===== config.mk =====
export PLATFORM = sky130hd
export DESIGN_NAME = fp_sang_tp
export DESIGN_NICKNAME = d
export VERILOG_FILES = /design/src/rtl/fp_sang_tp_pkg.sv /design/src/rtl/fp32_field_decode.sv /design/src/rtl/fp_sang_tp.sv
export SDC_FILE = /design/constraint.sdc
export NUM_CORES = 1
export LEC_CHECK = 0
export BUFFER_PORTS_ARGS = -buffer_cell sky130_fd_sc_hd__buf_2
export CAP_MARGIN = 20
export CORE_AREA = 2 2 119 121
export CTS_CLUSTER_DIAMETER = 30
export DETAILED_ROUTE_END_ITERATION = 16
export DIE_AREA = 0 0 121 123
export GPL_ROUTABILITY_DRIVEN = 0
export SLEW_MARGIN = 10
export SYNTH_ARGS = -nofsm -noshare
export SYNTH_HDL_FRONTEND = slang
export SYNTH_SLANG_ARGS = --single-unit

===== constraint.sdc =====
create_clock -name clk -period 1.15 [get_ports clk]
set_clock_uncertainty 0.15 [all_clocks]
set_input_delay 0.0575 -clock clk [delete_from_list [all_inputs] [get_ports clk]]
set_output_delay 0.0575 -clock clk [all_outputs]
set_load 0.01 [all_outputs]

===== src/rtl/fp_sang_tp_pkg.sv =====
// Shared binary32 field layout and fixed-point saturation constants for the
// float-to-fixed converter.
package fp_sang_tp_pkg;

  localparam int EXP_W    = 8;
  localparam int MANT_W   = 23;
  localparam int SIG_W    = MANT_W + 1;
  localparam int EXP_BIAS = 127;

  localparam logic [EXP_W-1:0] EXP_MAX = 8'hFF;

  localparam logic [31:0] POS_SAT = 32'h7FFF_FFFF;
  localparam logic [31:0] NEG_SAT = 32'h8000_0000;

endpackage


===== src/rtl/fp32_field_decode.sv =====
// Splits a binary32 word into sign, biased exponent and significand and
// classifies it as zero, subnormal, infinity or NaN.
module fp32_field_decode
  import fp_sang_tp_pkg::*;
(
  input  logic [31:0]       a,
  output logic              sign,
  output logic [EXP_W-1:0]  exponent,
  output logic [SIG_W-1:0]  significand,
  output logic              is_zero,
  output logic              is_sub,
  output logic              is_inf,
  output logic              is_nan
);

  logic [MANT_W-1:0] mantissa;
  logic              exp_zero;
  logic              exp_max;
  logic              mant_zero;

  assign sign      = a[31];
  assign exponent  = a[30:23];
  assign mantissa  = a[22:0];

  assign exp_zero  = (exponent == '0);
  assign exp_max   = (exponent == EXP_MAX);
  assign mant_zero = (mantissa == '0);

  // Hidden bit is present only for normal numbers.
  assign significand = {~exp_zero, mantissa};

  assign is_zero = exp_zero & mant_zero;
  assign is_sub  = exp_zero & ~mant_zero;
  assign is_inf  = exp_max & mant_zero;
  assign is_nan  = exp_max & ~mant_zero;

endmodule


===== src/rtl/fp_sang_tp.sv =====
// Single-cycle binary32 to signed Q(XLEN-FRAC_BITS).FRAC_BITS converter with
// truncation toward zero and saturation; XLEN matches the 32-bit input format.
module fp_sang_tp
  import fp_sang_tp_pkg::*;
#(
  parameter int XLEN      = 32,
  parameter int FRAC_BITS = 16
) (
  input  logic            clk,
  input  logic            rst_n,
  input  logic [XLEN-1:0] a,
  input  logic            in_valid,
  output logic [XLEN-1:0] result,
  output logic            out_valid
);

  localparam logic signed [9:0] SHIFT_OFFSET = 10'(EXP_BIAS + MANT_W - FRAC_BITS);
  localparam logic signed [9:0] SAT_SHIFT    = 10'(XLEN - SIG_W);
  localparam logic [9:0]        RSHIFT_ZERO  = 10'(SIG_W);
  localparam logic [XLEN-1:0]   POS_VAL      = XLEN'(POS_SAT);
  localparam logic [XLEN-1:0]   NEG_VAL      = XLEN'(NEG_SAT);

  logic              sign;
  logic [EXP_W-1:0]  exponent;
  logic [SIG_W-1:0]  significand;
  logic              is_zero;
  logic              is_sub;
  logic              is_inf;
  logic              is_nan;

  logic signed [9:0] shift;
  logic [9:0]        rshift;
  logic [XLEN-1:0]   sig_ext;
  logic [XLEN-1:0]   mag;
  logic [XLEN-1:0]   conv;

  fp32_field_decode u_decode (
    .a           (a[31:0]),
    .sign        (sign),
    .exponent    (exponent),
    .significand (significand),
    .is_zero     (is_zero),
    .is_sub      (is_sub),
    .is_inf      (is_inf),
    .is_nan      (is_nan)
  );

  // Positive shift moves the binary point right of the significand LSB.
  assign shift   = $signed({2'b00, exponent}) - SHIFT_OFFSET;
  assign rshift  = unsigned'(-shift);
  assign sig_ext = {{(XLEN-SIG_W){1'b0}}, significand};

  // Once the significand MSB reaches the sign bit the value is out of range;
  // the lone in-range case there (-2^(XLEN-FRAC_BITS-1)) equals NEG_VAL anyway.
  always_comb begin
    mag  = '0;
    conv = '0;
    if (is_nan) begin
      conv = POS_VAL;
    end else if (is_inf) begin
      conv = sign ? NEG_VAL : POS_VAL;
    end else if (is_zero || is_sub) begin
      conv = '0;
    end else if (shift >= SAT_SHIFT) begin
      conv = sign ? NEG_VAL : POS_VAL;
    end else begin
      if (!shift[9]) begin
        mag = sig_ext << unsigned'(shift);
      end else if (rshift < RSHIFT_ZERO) begin
        mag = sig_ext >> rshift;
      end
      conv = sign ? -mag : mag;
    end
  end

  always_ff @(posedge clk or negedge rst_n) begin
    if (!rst_n) begin
      result    <= '0;
      out_valid <= 1'b0;
    end else begin
      out_valid <= in_valid;
      if (in_valid) begin
        result <= conv;
      end
    end
  end

endmodule


==> results.md <==
* Setup CP Type: primary input to register
* Post-synth EDFFs at 0
* Setup repair after global routing missed its margin: yes
* Tmin final at between 3 and 4 ns
* Cell with the most instances after synthesis: nand2_1
* Crit path capture type: register
* First drt pass iteration count at 7
* Full die area at 14880 sq um
* Die Span X at about 120 um
* Final Power at about 9600 uW
* Mapped Nets at 839
* Worst Slack Setup Final at -2.530 ns
* Post-DP HPWL at roughly 21 mm
* Core Footprint at approximately 14000 sq um
* Largest area contributor in the netlist: dfrtp_1
* Startpoint Class: primary input
* Reg area at slightly above 800 sq um
* Main flop type after synthesis: dfrtp_1
* Mapped Avg Cell Area at approximately 7.6 sq um
* CTS max path bufs at 2
* Avg WL per Cell at about 23 um
* Initial antenna violation count at 0
* Worst Tran Pin Value at roughly 0.54 ns
* Layout cell share with drive strength beyond 1 at a little over half
* Number of global-route vias before repair at 8148
* Power density over cell area at approximately 950 nW/um^2
* Maximum fanout along the worst path at 7
* Final setup fails at 32
* Inserted Clock Buffers at 5
* Row count at 43
* Syn. warnings at 0
* Via count at between 8k and 9k
* Synth area leaders: dfrtp_1, mux2i_1, mux4_2
* Hold Fails Final Rpt at 0
* Slew headroom at 63.56%
* Failing checks: setup timing
* Lkg Pwr at about 0.0045 uW
* Placed cell count at about 1.3k
* Area fraction of the dominant cell type after synthesis at between 10% and 20%
* Total GRT Usage at between 30% and 40%
* Switching Share at 42.40%
* Final Cell Area at a little over 10000 sq um
* Hold Crit Depth at 2
* Clock sinks at 33
* Syn-to-layout area delta at 67.78%
* Peak supply drop at ~0.00060 V
* Slew Limit Fails at 0
* H-tree depth at 2
* Area of the multi-input gates at around 5700 sq um
* GRT overflow at 0
* Post-Syn Area at ~6000 sq um
* Seq pwr share at about 16%
* DRT Wirelength at ~30 mm
* Antenna Cells at 0
* Netlist cell types at 90
* Sequential fraction of the synthesis area at roughly 14%
* Commonest cells in the synthesized netlist: nand2_1, o21ai_0, a21oi_1, nor2_1, mux2i_1
* Nets at 1189
* # DRC at 0
* Asr flop ratio synth at 100.0%
* P_sw at 4080 uW
* Global-route wire length before repair at 42.92 mm
* Fill cells at 934
* Worst path required time at approximately 1.2 ns
* MaxCap Viol Count at 0
* Initial Util at 44.44%
* DRT iter0 DRCs at between 1k and 1.5k
* Port bufs at 67
* Cells after Synth at between 700 and 800
* Largest net degree at the start of global routing at 35
* CTS clk-pin slew, worst paths at about 0.06 ns
* Worst skew pair latency at around 0.27 ns
* WP data arrival at ~3.7 ns
* F_max at between 200 and 300 MHz
* Status: finished with violations
* Io pins at roughly 70
* Die Y at around 120 um
* TritonCTS clock tree: yes
* Type of the tightest min-delay check: primary input to register
* Post-DP Area at 8742 sq um
* Combinational Power Share at 68.0%
* Root Buffer: clkbuf_16
* FF-to-FF path depth at 2
* FF-to-FF setup slack at 0.07 ns
* Fin cells at approximately 1.3k
* Clock network power share at 16.5%
* Cell-internal power at about 5500 uW
* Fin crit share at 320.0%
* Yosys reg bits at 33
* DR vias/cell at between 6 and 7
* Routed Antenna Nets at 0
what timing repair did:
item / CTS / global route
hold buffers: 1 / 0
setup buffers: 30 / 30
pin swaps: 49 / 71
gates cloned: 0 / 1
hold endpoints to repair: 33 / 0
endpoints found under the setup margin: 32 / 32
gates resized for setup: 111 / 62
layout by cell type, fill, tap and decap left out, drive strengths merged, types with 14 or more instances in the layout:
master / count
nand2: 86
o211ai: 17
buf: 407
nor3: 26
nor2: 55
a211oi: 14
mux2: 34
mux2i: 47
dfrtp: 33
inv: 17
o21ai: 71
mux4: 18
nand4: 14
xor2: 15
a31oi: 14
a21oi: 57
nand3: 32
xnor2: 15
logic make-up after synthesis:
logic type / synth area share (%)
AO/OA/AOI/OAI: 30.42
XOR/XNOR: 4.468
adder cells (fa/ha/maj): 1.034
buffers and inverters: 6.205
flip-flops: 13.65
multiplexers: 20.81
AND/OR/NAND/NOR: 23.41
worst max-delay path, cell delays in order:
cell and delay, ns:
buf_12 0.09, buf_6 0.10, inv_6 0.03, ha_4 0.32, buf_8 0.15, buf_4 0.12
mux2_4 0.33, mux4_2 0.53, nor2_1 0.15, o21ai_1 0.10, o2111ai_2 0.09, o21ai_2 0.12
or3_4 0.37, buf_4 0.17, o41ai_4 0.43, xor2_2 0.38, a21oi_2 0.11
area by class of cell:
class	instances	area share, %
Sequential cell	33	8.136
Tap cell	180	2.219
Clock buffer	6	1.368
Timing Repair Buffer	409	30.88
Multi-Input combinational cell	681	56.15
Inverter	19	0.8752
Clock inverter	2	0.3698
state kept, by name, indices dropped and copies added, names as in the netlist:
| signal | flops |
|---|---|
| result | 32 |
| out_valid | 1 |
metrics by stage:
stage          utilization [%]  setup WS, ns  hold WS, ns  TNS (ns)
3_3_place_gp             64.22        -2.544     -0.05663    -75.90
3_5_place_dp             64.22        -2.635     -0.04913    -77.50
5_1_grt                  74.57        -2.686      0.08154    -71.17
6_report                 74.57        -2.530      0.08464    -68.66
4_1_cts                  70.91        -2.174      0.06608    -61.76
2_1_floorplan                -        -2.412      -0.3881    -66.25
path summary, 6_finish.rpt:
path / start / end
min reg2reg: result[11]$_DFFE_PN0P_ / result[11]$_DFFE_PN0P_
max: a[24] / result[21]$_DFFE_PN0P_
max in group asynchronous: rst_n / result[11]$_DFFE_PN0P_
min in group asynchronous: rst_n / result[23]$_DFFE_PN0P_
max reg2reg: result[31]$_DFFE_PN0P_ / result[31]$_DFFE_PN0P_
min: in_valid / out_valid$_DFF_PN0_
routing by layer:
| metal | track usage, % | wire length (um) |
|---|---|---|
| met5 | 0 | 0 |
| met4 | 22.31 | 2297 |
| met3 | 3.413 | 2741 |
| met2 | 60.85 | 13910 |
| met1 | 45.95 | 11280 |
power by group through the flow:
stage,Clock [uW],Combinational [uW],Sequential [uW]
after global routing,1630,6850,1510
after detailed placement,0,5130,1500
final,1590,6550,1490
after CTS,1570,5730,1480
after global placement,0,5040,1490
after floorplan,0,2790,1600
Power figures use the tool's default switching activity.
